$ cat src/rtl/alu_arbiter.sv
// alu_arbiter: round-robin arbiter that shares one combinational ALU between
// the execute stage (port 0) and the branch/compare unit (port 1). One
// operation is in flight at a time: IDLE -> EXEC -> RESP -> IDLE. An
// unsupported control code goes IDLE -> RESP and returns an error response.
module alu_arbiter #(
   parameter int DATA_W = 32,
   parameter int CTRL_W = 6,
   parameter int CNT_W  = 16
) (
   input  logic              clk,
   input  logic              reset_n,
   input  logic [1:0]        req_valid,
   output logic [1:0]        req_ready,
   input  logic [CTRL_W-1:0] req_ctrl0,
   input  logic [CTRL_W-1:0] req_ctrl1,
   input  logic [DATA_W-1:0] req_a0,
   input  logic [DATA_W-1:0] req_a1,
   input  logic [DATA_W-1:0] req_b0,
   input  logic [DATA_W-1:0] req_b1,
   output logic [CTRL_W-1:0] alu_control,
   output logic [DATA_W-1:0] alu_read1,
   output logic [DATA_W-1:0] alu_foutput,
   input  logic [DATA_W-1:0] alu_out,
   input  logic              alu_zero,
   input  logic              alu_overflow,
   output logic [1:0]        rsp_valid,
   input  logic [1:0]        rsp_ready,
   output logic [DATA_W-1:0] rsp_out,
   output logic              rsp_zero,
   output logic              rsp_overflow,
   output logic              rsp_err,
   output logic              busy,
   output logic [CNT_W-1:0]  op_count
);

   typedef enum logic [1:0] {
      IDLE = 2'd0,
      EXEC = 2'd1,
      RESP = 2'd2
   } state_t;

   state_t state, state_d;

   logic              rr_pri;
   logic              grant;
   logic [CTRL_W-1:0] lat_ctrl;
   logic [DATA_W-1:0] lat_a;
   logic [DATA_W-1:0] lat_b;

   logic              win;
   logic              accept;
   logic              rsp_hs;
   logic [CTRL_W-1:0] sel_ctrl;
   logic [DATA_W-1:0] sel_a;
   logic [DATA_W-1:0] sel_b;
   logic              sel_legal;

   // Control codes the attached ALU actually implements.
   function automatic logic is_legal(input logic [CTRL_W-1:0] c);
      case (c)
         CTRL_W'(1),  CTRL_W'(4),  CTRL_W'(5),  CTRL_W'(8),
         CTRL_W'(10), CTRL_W'(12), CTRL_W'(13), CTRL_W'(14),
         CTRL_W'(32), CTRL_W'(34), CTRL_W'(36), CTRL_W'(37),
         CTRL_W'(39), CTRL_W'(42): is_legal = 1'b1;
         default:                  is_legal = 1'b0;
      endcase
   endfunction

   // Arbitration winner: the lone valid requester, or rr_pri when both ask.
   always_comb begin
      // NOTE: every always_comb output gets a default first so no path can infer a latch.
      win = 1'b0;
      if (req_valid == 2'b11)
         win = rr_pri;
      else if (req_valid[1])
         win = 1'b1;
      sel_ctrl  = win ? req_ctrl1 : req_ctrl0;
      sel_a     = win ? req_a1    : req_a0;
      sel_b     = win ? req_b1    : req_b0;
      sel_legal = is_legal(sel_ctrl);
   end

   assign accept    = (state == IDLE) && (|req_valid);
   assign rsp_hs    = (state == RESP) && rsp_ready[grant];
   assign req_ready = accept ? (2'b01 << win) : 2'b00;
   assign rsp_valid = (state == RESP) ? (2'b01 << grant) : 2'b00;
   assign busy      = (state != IDLE);

   // The ALU only sees the latched operands, and only during EXEC.
   assign alu_control = (state == EXEC) ? lat_ctrl : '0;
   assign alu_read1   = (state == EXEC) ? lat_a    : '0;
   assign alu_foutput = (state == EXEC) ? lat_b    : '0;

   // Next-state logic for the IDLE/EXEC/RESP sequence.
   always_comb begin
      state_d = state;
      case (state)
         IDLE:    if (accept) state_d = sel_legal ? EXEC : RESP;
         EXEC:    state_d = RESP;
         RESP:    if (rsp_hs) state_d = IDLE;
         default: state_d = IDLE;
      endcase
   end

   // State register; an async reset drops any in-flight operation.
   always_ff @(posedge clk or negedge reset_n) begin
      if (!reset_n)
         state <= IDLE;
      else
         // NOTE: sequential state uses non-blocking assignments so every register samples pre-edge values.
         state <= state_d;
   end

   // Request latch, result capture, round-robin pointer and op counter.
   always_ff @(posedge clk or negedge reset_n) begin
      if (!reset_n) begin
         // NOTE: the operand latches are reset too; they are few flops, not a memory, and keep the ALU bus deterministic.
         rr_pri       <= 1'b0;
         grant        <= 1'b0;
         lat_ctrl     <= '0;
         lat_a        <= '0;
         lat_b        <= '0;
         rsp_out      <= '0;
         rsp_zero     <= 1'b0;
         rsp_overflow <= 1'b0;
         rsp_err      <= 1'b0;
         op_count     <= '0;
      end else begin
         case (state)
            IDLE: begin
               if (accept) begin
                  grant    <= win;
                  lat_ctrl <= sel_ctrl;
                  lat_a    <= sel_a;
                  lat_b    <= sel_b;
                  if (!sel_legal) begin
                     rsp_out      <= '0;
                     rsp_zero     <= 1'b0;
                     rsp_overflow <= 1'b0;
                     rsp_err      <= 1'b1;
                  end
               end
            end
            EXEC: begin
               rsp_out      <= alu_out;
               rsp_zero     <= alu_zero;
               rsp_overflow <= alu_overflow;
               rsp_err      <= 1'b0;
            end
            RESP: begin
               if (rsp_hs) begin
                  rr_pri <= ~grant;
                  if (op_count != {CNT_W{1'b1}})
                     op_count <= op_count + 1'b1;
               end
            end
            default: ;
         endcase
      end
   end

endmodule

$ cat config.mk
export PLATFORM = sky130hd
export DESIGN_NAME = alu_arbiter
export DESIGN_NICKNAME = d
export VERILOG_FILES = /design/src/rtl/alu_arbiter.sv
export SDC_FILE = /design/constraint.sdc
export NUM_CORES = 1
export LEC_CHECK = 0
export ABC_AREA = 1
export CAP_MARGIN = 15
export CORE_ASPECT_RATIO = 1.75
export CORE_MARGIN = 2
export CORE_UTILIZATION = 36
export CTS_CLUSTER_SIZE = 16
export DETAILED_ROUTE_END_ITERATION = 12
export PLACE_DENSITY = 0.76
export SLEW_MARGIN = 20
export SYNTH_ARGS = -nofsm -noshare
export SYNTH_HDL_FRONTEND = slang
export SYNTH_SLANG_ARGS = --single-unit
$ cat constraint.sdc
create_clock -name clk -period 1.5 [get_ports clk]
set_input_delay 0.3 -clock clk [delete_from_list [all_inputs] [get_ports clk]]
set_output_delay 0.3 -clock clk [all_outputs]
set_load 0.005 [all_outputs]
==> run summary <==
DETAILED ROUTING
----------------------------------------------------------------------------------
Total number of vias ................................................         7143
Residual DRC count ..................................................            0
Average wire per standard cell ......................................      19.7 um
Starting DRT DRC Count ..............................................          292
Average via count per standard cell .................................         4.98
TritonRoute pass-1 iters ............................................            6
Post-route ant nets .................................................            0
Sum of routed wire length over all layers ...........................     28300 um

GLOBAL ROUTE
----------------------------------------------------------------------------------
Wire length of the first global-routing pass ........................     38800 um
Grt ovf .............................................................            0
Largest net degree at the start of global routing ...................           50
Number of global-route vias before repair ...........................         7315
GRT Total Usage .....................................................        28.9%
Number of antenna violations at the first check in global routing ...            3

WORST SETUP PATH
----------------------------------------------------------------------------------
Worst EP arrival ....................................................      1.63 ns
CP max stage delay ..................................................      0.39 ns
Critical path type .................................................. flip-flop to primary output
Kind of cell with the highest combined delay on the critical path ... buffers and inverters
Critical Path Source Type ...........................................    flip-flop
WP buf/inv ..........................................................            5
Kind of end point of the critical path .............................. primary output
Worst-path cell chain ............................................... inv_2, nor2_4, inv_8, buf_16, buf_12, nor2_4, buf_6
Most common cell type on the critical path ..........................       nor2_4
Required time of the worst setup path ...............................      1.20 ns
Top fanout value on the critical path ...............................            7
Master of the slowest instance on the critical path .................      dfrtp_1

POWER
----------------------------------------------------------------------------------
Static Leakage ......................................................      6.24 nW
Switching fraction of total power ...................................        39.8%
Clk network pwr share ...............................................        18.0%
Psw .................................................................      8.97 mW
Fraction of power consumed by combinational cells ...................        55.7%
Reg power frac ......................................................        26.4%
Power density over cell area ........................................  1790 nW/um2
Maximum resistive drop on vdd .......................................    0.00121 V
Cell-internal power .................................................      13.6 mW

TIMING
----------------------------------------------------------------------------------
Max Clock Skew ......................................................   0.00912 ns
Relative slew slack .................................................        75.4%
Worst hold-check slack ..............................................     0.319 ns
Peak clock frequency supported by timing ............................      518 MHz
Shortest clock period the worst path allows after layout ............      1.93 ns
Actual slew at the worst max-slew pin ...............................     0.367 ns
Max-slew violation count ............................................            0
Setup WS post-layout ................................................    -0.431 ns
Setup Viol. Count Final .............................................          194
Setup repair after global routing missed its margin .................         true
Fin crit share ......................................................         129%
Number of endpoints with negative hold slack in the final report ....            0

SYNTHESIS
----------------------------------------------------------------------------------
Post-Synthesis Mean Instance Area ...................................     7.89 um2
Post-Synthesis Net Count ............................................          943
Primary FF master, synth ............................................      dfrtp_1
Number of instances in the synthesized netlist ......................          762
Ranking of synthesized cells by area ................................ dfrtp_1 52%, nand2_1 17%, a22oi_1 8.0%
Count of different cell masters after synthesis .....................           29
FFs w/ async S/R, synth .............................................         100%
Post-synthesis cell type with the largest combined area .............      dfrtp_1
Yosys top cell area share ...........................................        52.0%
Area of the mapped netlist ..........................................     6010 um2
Number of synthesis warnings ........................................            0
Post-synthesis sequential area ratio ................................        52.0%
EDFF count, synth ...................................................            0
Count of state elements after synthesis .............................          125

FLOORPLANNING
----------------------------------------------------------------------------------
Floorplan Core Area .................................................    16400 um2
Die X ...............................................................       102 um
Vertical die dimension ..............................................       175 um
Total Die Area ......................................................    17800 um2
Number of primary I/O pins ..........................................          306
# rows ..............................................................           62
Initial Util ........................................................        36.7%

FINISH
----------------------------------------------------------------------------------
Fraction of final layout cells sized beyond drive strength 1 ........        44.6%
Commonest cells after routing, fill and taps aside .................. 177 x clkdlybuf4s50_1, 158 x nand2_1, 124 x dfrtp_1, 97 x nand2_2, 91 x inv_1
Non-filler cells in the finished layout .............................         1434
Final-stage net count ...............................................         1377
Most common library cell in the layout ignoring fill and taps ....... clkdlybuf4s50_1
Post-layout utilization of the core .................................        77.1%
Signed area change from the synthesized netlist to the final layout .         110%

CLOCK NETWORK
----------------------------------------------------------------------------------
Maximum level of the CTS H-tree .....................................            4
Clock tree root driver cell .........................................    clkbuf_16
Clock latency at the later pin of the worst-skew pair ...............      0.41 ns
CTS Buf Count .......................................................           17
Clock sinks .........................................................          125
Largest buffer count on any clock path ..............................            2
CTS clk-pin slew, worst paths .......................................      0.06 ns
CTS tree ............................................................         done

PLACEMENT
----------------------------------------------------------------------------------
Gpl congestion ......................................................        0.860
Count of buffers inserted at the top-level ports ....................          305
Hpwl dp .............................................................     14900 um
Cell Count Post-Placement ...........................................         1309

WORST HOLD PATH
----------------------------------------------------------------------------------
Type of the worst min-delay path .................................... primary input to async pin

STATUS
----------------------------------------------------------------------------------
Status .............................................................. finished with violations
Violations in the final reports ..................................... setup timing

FLOW RUN
----------------------------------------------------------------------------------
Maximum capacitance violations ......................................            0

[cells in the mapped netlist (2+ instances only)]
| master | instances |
|---|---|
| buf_2 | 11 |
| nand3b_1 | 2 |
| nand3_1 | 11 |
| inv_2 | 4 |
| o21ai_0 | 8 |
| buf_6 | 3 |
| nand4_1 | 2 |
| dfrtp_1 | 125 |
| a21oi_1 | 4 |
| nor3_1 | 3 |
| inv_1 | 96 |
| nand2_4 | 2 |
| clkbuf_1 | 22 |
| xor2_1 | 13 |
| nand2_2 | 12 |
| nand2_1 | 275 |
| nor2_1 | 86 |
| a22oi_1 | 64 |
| nor4_1 | 3 |
| o21ai_1 | 7 |
[layer usage]
layer,GRT usage [%],vias to the layer above,share of wire (%)
li1,-,3257,-
met1,27.8,3412,32
met2,53.1,363,55
met3,6.96,111,6.6
met4,18.1,0,6.6
met5,0,-,0
[final timing paths]
path                       slack, ns              end  cells after the start         from
max in group asynchronous       0.62      rsp_out[31]                      3      reset_n
min in group clk                0.42       rsp_out[6]                      3   alu_out[6]
setup reg to reg               -0.31        lat_a[17]                     11     state[0]
hold / removal                  0.32     op_count[14]                      2      reset_n
setup / recovery               -0.43  alu_foutput[24]                      7     state[0]
hold reg to reg                 0.48      rsp_out[19]                      2  rsp_out[19]
[cell families (layout without fill, tap and decap cells)]
family / count (synthesis) / count (layout) / share of synthesized area (%)
AO/OA/AOI/OAI: 88 / 88 / 10.3
XOR/XNOR: 13 / 13 / 1.89
adder cells (fa/ha/maj): 1 / 1 / 0.208
buffers and inverters: 136 / 575 / 9.09
flip-flops: 125 / 125 / 52.0
multiplexers: 1 / 1 / 0.166
other: 0 / 2 / 0
AND/OR/NAND/NOR: 398 / 405 / 26.3
[worst register-to-register path, delay by kind of cell (launching register included)]
kind / cells / cell delay (ns)
flip-flops: 1 / 0.41
AND/OR/NAND/NOR: 2 / 0.17
AO/OA/AOI/OAI: 2 / 0.29
buffers and inverters: 7 / 0.83
[area by class of cell]
cell class	instances	area (um2)
timing repair buffer	444	4510
multi-input combinational	508	3750
fill	1003	3740
sequential	125	3130
clock buffer	20	447
inverter	100	385
tap	224	280
clock inverter	11	120
antenna	2	5.00
[metrics by stage]
stage,worst slack (ns),cell area (um2),setup TNS [ns],power (mW)
6_report,-0.431,12600,-52.31,22.6
5_1_grt,-0.499,12600,-64.89,23.6
4_1_cts,-0.417,11700,-45.03,20.5
3_5_place_dp,-0.706,9690,-84.62,12.9
3_3_place_gp,-0.641,9690,-80.94,12.7
2_1_floorplan,-0.0918,6040,-0.957,9.15
[power by group through the flow]
stage                     registers, mW  logic [mW]  clock network [mW]
after CTS                          5.86        10.6                4.08
after detailed placement           5.70        7.16                   0
after floorplan                    5.67        3.48                   0
after global routing               6.09        13.3                4.23
final                              5.94        12.6                4.05
after global placement             5.67        7.00                   0
[state kept, by name, summed over array words and instances, names as in the netlist]
register	count
grant	1
lat_a	32
lat_b	32
lat_ctrl	6
op_count	16
rr_pri	1
rsp_err	1
rsp_out	32
rsp_overflow	1
rsp_zero	1
state	2
[repair_timing]
action                                  4_1_cts  5_1_grt
gates cloned                                 20        8
setup buffers                                54       16
hold buffers                                  1        0
endpoints found under the hold margin        16        0
pin swaps                                    52       55
gates resized for setup                     586      228
endpoints found under the setup margin      245      200
(Power assumes the default switching activity.)
==> variant 1, RTL diff (same settings) <==
The parameter `CNT_W` goes from 16 to 14.
--- a/src/rtl/alu_arbiter.sv
+++ b/src/rtl/alu_arbiter.sv
@@ -6,5 +6,5 @@
    parameter int DATA_W = 32,
    parameter int CTRL_W = 6,
-   parameter int CNT_W  = 16
+   parameter int CNT_W  = 14
 ) (
    input  logic              clk,
Interface: changed (resized op_count); port bits go from 306 to 304. The function was not compared with the original's and may differ.
==> variant 1 against the unedited design <==
The flow still finishes with violations (negative setup slack); fmax is 1.5% higher; sequential share of layout area increased by 1.7 points; synthesized area shrank 3.3%; routed wire length down 6.6%; sequential cell count decreased by 2; hold slack worse by 0.020 ns; total power down 14%; cell count shrank 5.8%; worst setup slack better by 0.028 ns; cell area is 7.8% lower; highest routed layer unchanged.
==> variant 1: results (changes against the unedited design) <==
\begin{tabular}{lr}
\hline
Metric & Value \\
\hline
\multicolumn{2}{l}{\textbf{Status}} \\
\quad Status & complete, but fails checks \\
\quad Violations in the final reports & negative setup slack \\
\multicolumn{2}{l}{\textbf{Logic synthesis}} \\
\quad Leading post-synthesis cells by cell area & sky130\_fd\_sc\_hd\_\_dfrtp\_1 53\%, sky130\_fd\_sc\_hd\_\_nand2\_1 18\%, sky130\_fd\_sc\_hd\_\_o211ai\_1 8.3\% \\
\quad Top cell types by occurrence after synthesis & 279 x sky130\_fd\_sc\_hd\_\_nand2\_1, 123 x sky130\_fd\_sc\_hd\_\_dfrtp\_1, 88 x sky130\_fd\_sc\_hd\_\_inv\_1, 87 x sky130\_fd\_sc\_hd\_\_nor2\_1, 64 x sky130\_fd\_sc\_hd\_\_o211ai\_1 \\
\quad Unique masters post-synth & 27 (-6.9\%) \\
\quad Synth Net Count & 913 (-3.2\%) \\
\quad Post-synthesis sequential area ratio & 52.9\% (+0.90 points) \\
\quad Gate Count Post-Synth & 732 (-3.9\%) \\
\multicolumn{2}{l}{\textbf{GRT}} \\
\quad Wire length of the first global-routing pass & 36.2 mm (-6.6\%) \\
\quad Pin count of the biggest net entering global routing & 51 (+2.0\%) \\
\quad Initial antenna violation count & 1 (-2) \\
\quad Tot GR Track Use & 28.2\% (-0.73 points) \\
\multicolumn{2}{l}{\textbf{STA}} \\
\quad Number of failing setup endpoints in the final timing report & 185 (-4.6\%) \\
\quad Clock Skews & 0.0131 ns (+0.00396 ns) \\
\quad Worst Setup Slack, final & -0.403 ns (+0.0278 ns) \\
\quad Fmax & 526 MHz (+1.5\%) \\
\multicolumn{2}{l}{\textbf{Placement}} \\
\quad Port Buffers & 303 (-0.66\%) \\
\quad Placed cell count & 1245 (-4.9\%) \\
\quad Worst slack at placement & -0.601 ns (+0.105 ns) \\
\quad Half-perimeter wire length after placement & 15.3 mm (+3.1\%) \\
\multicolumn{2}{l}{\textbf{Routing}} \\
\quad Wire length per cell after detailed routing & 19.6 um (-0.83\%) \\
\quad Vias after detailed routing & 6756 (-5.4\%) \\
\multicolumn{2}{l}{\textbf{Final layout}} \\
\quad Post-route insts no fill & 1351 (-5.8\%) \\
\multicolumn{2}{l}{\textbf{Pwr}} \\
\quad Maximum vdd ir drop & 1.17 mV (-2.5\%) \\
\quad Pleak & 5.84 nW (-6.4\%) \\
\multicolumn{2}{l}{\textbf{Setup path}} \\
\quad CP Max Fanout & 6 (-1) \\
\quad Startpoint of the lowest-slack register-to-register path & state[1] \\
\hline
\end{tabular}
==> variant 1: changes by cell type in the layout (fill, tap and decap cells not counted), moves of 9 or more <==
| cell | delta |
|---|---|
| sky130_fd_sc_hd__inv_1 | -9 |
| sky130_fd_sc_hd__nand2_2 | -50 |
| sky130_fd_sc_hd__a22oi_2 | -60 |
| sky130_fd_sc_hd__nand2_1 | +44 |
| sky130_fd_sc_hd__nor2_4 | -20 |
| sky130_fd_sc_hd__o211ai_1 | +63 |
| sky130_fd_sc_hd__buf_16 | +9 |
| sky130_fd_sc_hd__buf_6 | -23 |
| sky130_fd_sc_hd__nor2_1 | +28 |
==> variant 1: what timing repair did <==
action	4_1_cts	5_1_grt
gates resized for setup	507	98
hold buffers	1	0
cloned	19	8
pin swaps	34	41
endpoints found under the hold margin	15	0
setup endpoints to repair	240	205
setup buffers	34	18
==> variant 1: final timing paths <==
check	endpoint	slack, ns	cells past startpoint
max	alu_control[2]	-0.40	6
min	lat_a[21]	0.30	2
max reg2reg	lat_b[9]	-0.38	12
min reg2reg	rsp_zero	0.49	2
max in group asynchronous	lat_b[19]	0.59	4
min in group clk	rsp_out[22]	0.41	3
==> variant 1: kinds of logic (layout without fill, tap and decap cells) <==
group                      count (synthesis)  in the layout  synth area share, %
buffers and inverters                    126            556                 9.04
adders and majority gates                  1              1                0.215
muxes                                      1              1                0.172
and+or+nand+nor                          392            392                 26.3
DFF                                      123            123                 52.9
xor gates and xnor gates                  13             13                 1.96
AOI/OAI and AO/OA                         76             76                 9.40
==> variant 1: layer usage <==
metal	part of all wire (%)	track usage (%)	vias to the layer above
met1	33	26.9	3247
li1	-	-	3116
met4	5.9	17.2	0
met5	0	0	-
met2	55	52.7	298
met3	6.0	7.56	95
==> variant 1: layout make-up <==
| type | count | area share (%) |
|---|---|---|
| sequential | 123 | 26.5 |
| inverter | 91 | 3.04 |
| timing repair buffer | 433 | 38.9 |
| clock inverter | 15 | 1.11 |
| clock buffer | 17 | 3.65 |
| tap | 189 | 2.03 |
| multi-input combinational | 483 | 24.9 |
==> variant 1: report_power, final <==
part           total (mW)  switching, mW  internal [mW]
Sequential           5.36          0.644           4.71
Clock                3.87           1.70           2.17
Combinational        10.1           5.08           5.05
Total                19.4           7.43           11.9
==> variant 1: worst max-delay path, stage by stage, from the launching register on <==
cell and delay (ns):
sky130_fd_sc_hd__dfrtp_2 0.43, sky130_fd_sc_hd__nor2_4 0.16, sky130_fd_sc_hd__inv_6 0.08, sky130_fd_sc_hd__buf_12 0.16, sky130_fd_sc_hd__buf_16 0.13, sky130_fd_sc_hd__nor2_1 0.08, sky130_fd_sc_hd__buf_2 0.14
==> variant 2, RTL diff (same flow settings) <==
Made on the original files. Put one more register stage on the output `op_count`. The value now appears one clock later. The other outputs are not delayed to match.
--- a/src/rtl/alu_arbiter.sv
+++ b/src/rtl/alu_arbiter.sv
@@ -39,4 +39,6 @@
       RESP = 2'd2
    } state_t;
+
+   logic [CNT_W-1:0] op_count_s0;
 
    state_t state, state_d;
@@ -125,5 +127,5 @@
          rsp_overflow <= 1'b0;
          rsp_err      <= 1'b0;
-         op_count     <= '0;
+         op_count_s0  <= '0;
       end else begin
          case (state)
@@ -151,6 +153,6 @@
                if (rsp_hs) begin
                   rr_pri <= ~grant;
-                  if (op_count != {CNT_W{1'b1}})
-                     op_count <= op_count + 1'b1;
+                  if (op_count_s0 != {CNT_W{1'b1}})
+                     op_count_s0 <= op_count_s0 + 1'b1;
                end
             end
@@ -160,4 +162,8 @@
    end
 
+   always_ff @(posedge clk) begin
+      op_count <= op_count_s0;
+   end
+
 endmodule
 
Behaviour: not the same (a bounded check fails within 4 cycles, from zero or initial values and one cycle with reset_n low).
==> variant 2 against the unedited design <==
The flow still finishes with violations (negative setup slack); total power is 5.0% higher; cell area is 7.0% higher; worst setup slack better by 0.029 ns; synthesized area is 6.0% higher; hold slack better by 0.086 ns; sequential cell count is 16 higher; routed wire length is 7.9% higher; sequential power is 8.1% higher; critical path type unchanged; critical endpoint is now alu_foutput[21]; largest power group unchanged.
==> variant 2: results (changes against the unedited design) <==
\begin{tabular}{lr}
\hline
Metric & Value \\
\hline
\multicolumn{2}{l}{\textbf{Logic synthesis}} \\
\quad Fraction of synthesis flops using an asynchronous set or reset pin & 88.7\% (-11 points) \\
\quad Synth Net Count & 963 (+2.1\%) \\
\quad Top cell types by occurrence after synthesis & 287 x sky130\_fd\_sc\_hd\_\_nand2\_1, 125 x sky130\_fd\_sc\_hd\_\_dfrtp\_1, 98 x sky130\_fd\_sc\_hd\_\_inv\_1, 82 x sky130\_fd\_sc\_hd\_\_nor2\_1, 64 x sky130\_fd\_sc\_hd\_\_a22oi\_1 \\
\quad Leading post-synthesis cells by cell area & sky130\_fd\_sc\_hd\_\_dfrtp\_1 49\%, sky130\_fd\_sc\_hd\_\_nand2\_1 17\%, sky130\_fd\_sc\_hd\_\_a22oi\_1 7.5\% \\
\quad Post-synthesis sequential area ratio & 54.1\% (+2.1 points) \\
\quad Unique masters post-synth & 31 (+6.9\%) \\
\multicolumn{2}{l}{\textbf{Status}} \\
\quad Violations in the final reports & negative setup slack \\
\quad Status & complete, but fails checks \\
\multicolumn{2}{l}{\textbf{Hold path}} \\
\quad Class of the tightest hold or removal check & reg2reg \\
\multicolumn{2}{l}{\textbf{Setup path}} \\
\quad Data arrival time of the critical path & 1.60 ns (-0.03 ns) \\
\quad CP peak stage delay & 0.42 ns (+0.03 ns) \\
\quad Master of the slowest instance on the critical path & sky130\_fd\_sc\_hd\_\_dfrtp\_1 \\
\multicolumn{2}{l}{\textbf{STA}} \\
\quad Worst Setup Slack, final & -0.402 ns (+0.0287 ns) \\
\quad Clock Skews & 0.00857 ns (-0.000549 ns) \\
\quad Number of failing setup endpoints in the final timing report & 195 (+0.52\%) \\
\quad Worst slew margin relative to its limit & 63.6\% (-12 points) \\
\quad Total Neg Setup Slack & -59.32 ns (-7.01 ns) \\
\multicolumn{2}{l}{\textbf{Final layout}} \\
\quad Ratio of cells with drive above 1 in the final layout & 45.0\% (+0.41 points) \\
\quad Diode count & 0 (-2) \\
\multicolumn{2}{l}{\textbf{Routing}} \\
\quad Iteration-0 DRC count of the detailed router & 353 (+21\%) \\
\quad Via density & 5.12 (+2.7\%) \\
\quad DRT Pass-1 Iters & 4 (-2) \\
\quad Wirelength, routed & 30.5 mm (+7.9\%) \\
\multicolumn{2}{l}{\textbf{Pwr}} \\
\quad Pleak & 7.36 nW (+18\%) \\
\quad Maximum vdd ir drop & 1.34 mV (+12\%) \\
\multicolumn{2}{l}{\textbf{GRT}} \\
\quad Wire length of the first global-routing pass & 41.1 mm (+6.1\%) \\
\quad Initial antenna violation count & 0 (-3) \\
\quad Via count of the first global-routing pass & 7374 (+0.81\%) \\
\quad Pin count of the biggest net entering global routing & 66 (+32\%) \\
\multicolumn{2}{l}{\textbf{CTS}} \\
\quad TritonCTS Buffers & 17 (unchanged) \\
\multicolumn{2}{l}{\textbf{Placement}} \\
\quad Half-perimeter wire length after placement & 15.3 mm (+2.8\%) \\
\quad Gp weighted congestion & 0.872 (+1.5\%) \\
\hline
\end{tabular}
[variant 2: worst reg2reg max path: cells and delay by family, from the launching register on]
kind	cells	cell delay [ns]
adders and majority gates	1	0.19
and+or+nand+nor	8	0.93
buffers and inverters	1	0.16
DFF	1	0.44
AOI/OAI and AO/OA	1	0.07
[variant 2: kinds of logic (layout without fill, tap and decap cells)]
group           after synthesis  in the layout  synth area share (%)
compound gates               86             86                  9.62
xor+xnor                     15             15                  2.06
fa+ha+maj                     1              1                 0.196
buf+inv                     138            584                  9.09
flops                       141            141                  54.1
mux                           1              1                 0.157
simple gates                400            400                  24.8
[variant 2: where the power goes]
part	total, mW	internal [mW]	leakage [nW]	switching [mW]
sequential	6.42	5.39	1.72	1.02
combinational	12.8	6.46	5.37	6.37
clock	4.43	2.68	0.279	1.75
total	23.7	14.5	7.36	9.15
[variant 2: worst paths after layout]
check	startpoint	endpoint	slack [ns]	cells past startpoint
min reg2reg	op_count_s0[13]	op_count[13]	0.41	0
min in group asynchronous	reset_n	rsp_out[18]	0.44	3
max in group asynchronous	reset_n	op_count_s0[8]	0.72	3
max reg2reg	op_count_s0[1]	op_count_s0[8]	-0.40	11
min	op_count_s0[13]	op_count[13]	0.41	0
max	state[1]	alu_foutput[21]	-0.40	6
[variant 2: repair_timing]
item	in CTS	in global routing
hold endpoints to repair	125	0
gates cloned	27	3
setup endpoints to repair	247	246
resized for setup	521	367
pin swaps	26	39
buffers inserted	37	37
hold buffers	1	0
[variant 2: routing by layer]
layer	GRT usage (%)	vias up	share of wire, %
met5	0	-	0
met4	14.6	0	5.7
met3	6.47	113	5.2
met2	53.9	376	56
met1	29.3	3671	34
li1	-	3307	-
[variant 2: final cells by class]
class / count / area [um2]
tap: 231 / 289
clock inverter: 12 / 163
timing repair buffer: 449 / 4920
clock buffer: 20 / 447
sequential: 141 / 3450
inverter: 102 / 393
timing repair inverter: 1 / 11.3
multi-input combinational: 503 / 3850
fill: 1046 / 3940
[variant 2: per-stage QoR]
stage / setup WS (ns) / area, um2 / std cells
final: -0.402 / 13500 / 1459
after global routing: -0.465 / 13500 / 1459
after global placement: -0.643 / 10000 / 1336
after CTS: -0.407 / 12100 / 1431
after detailed placement: -0.714 / 10000 / 1336
after floorplan: -0.125 / 6390 / 782
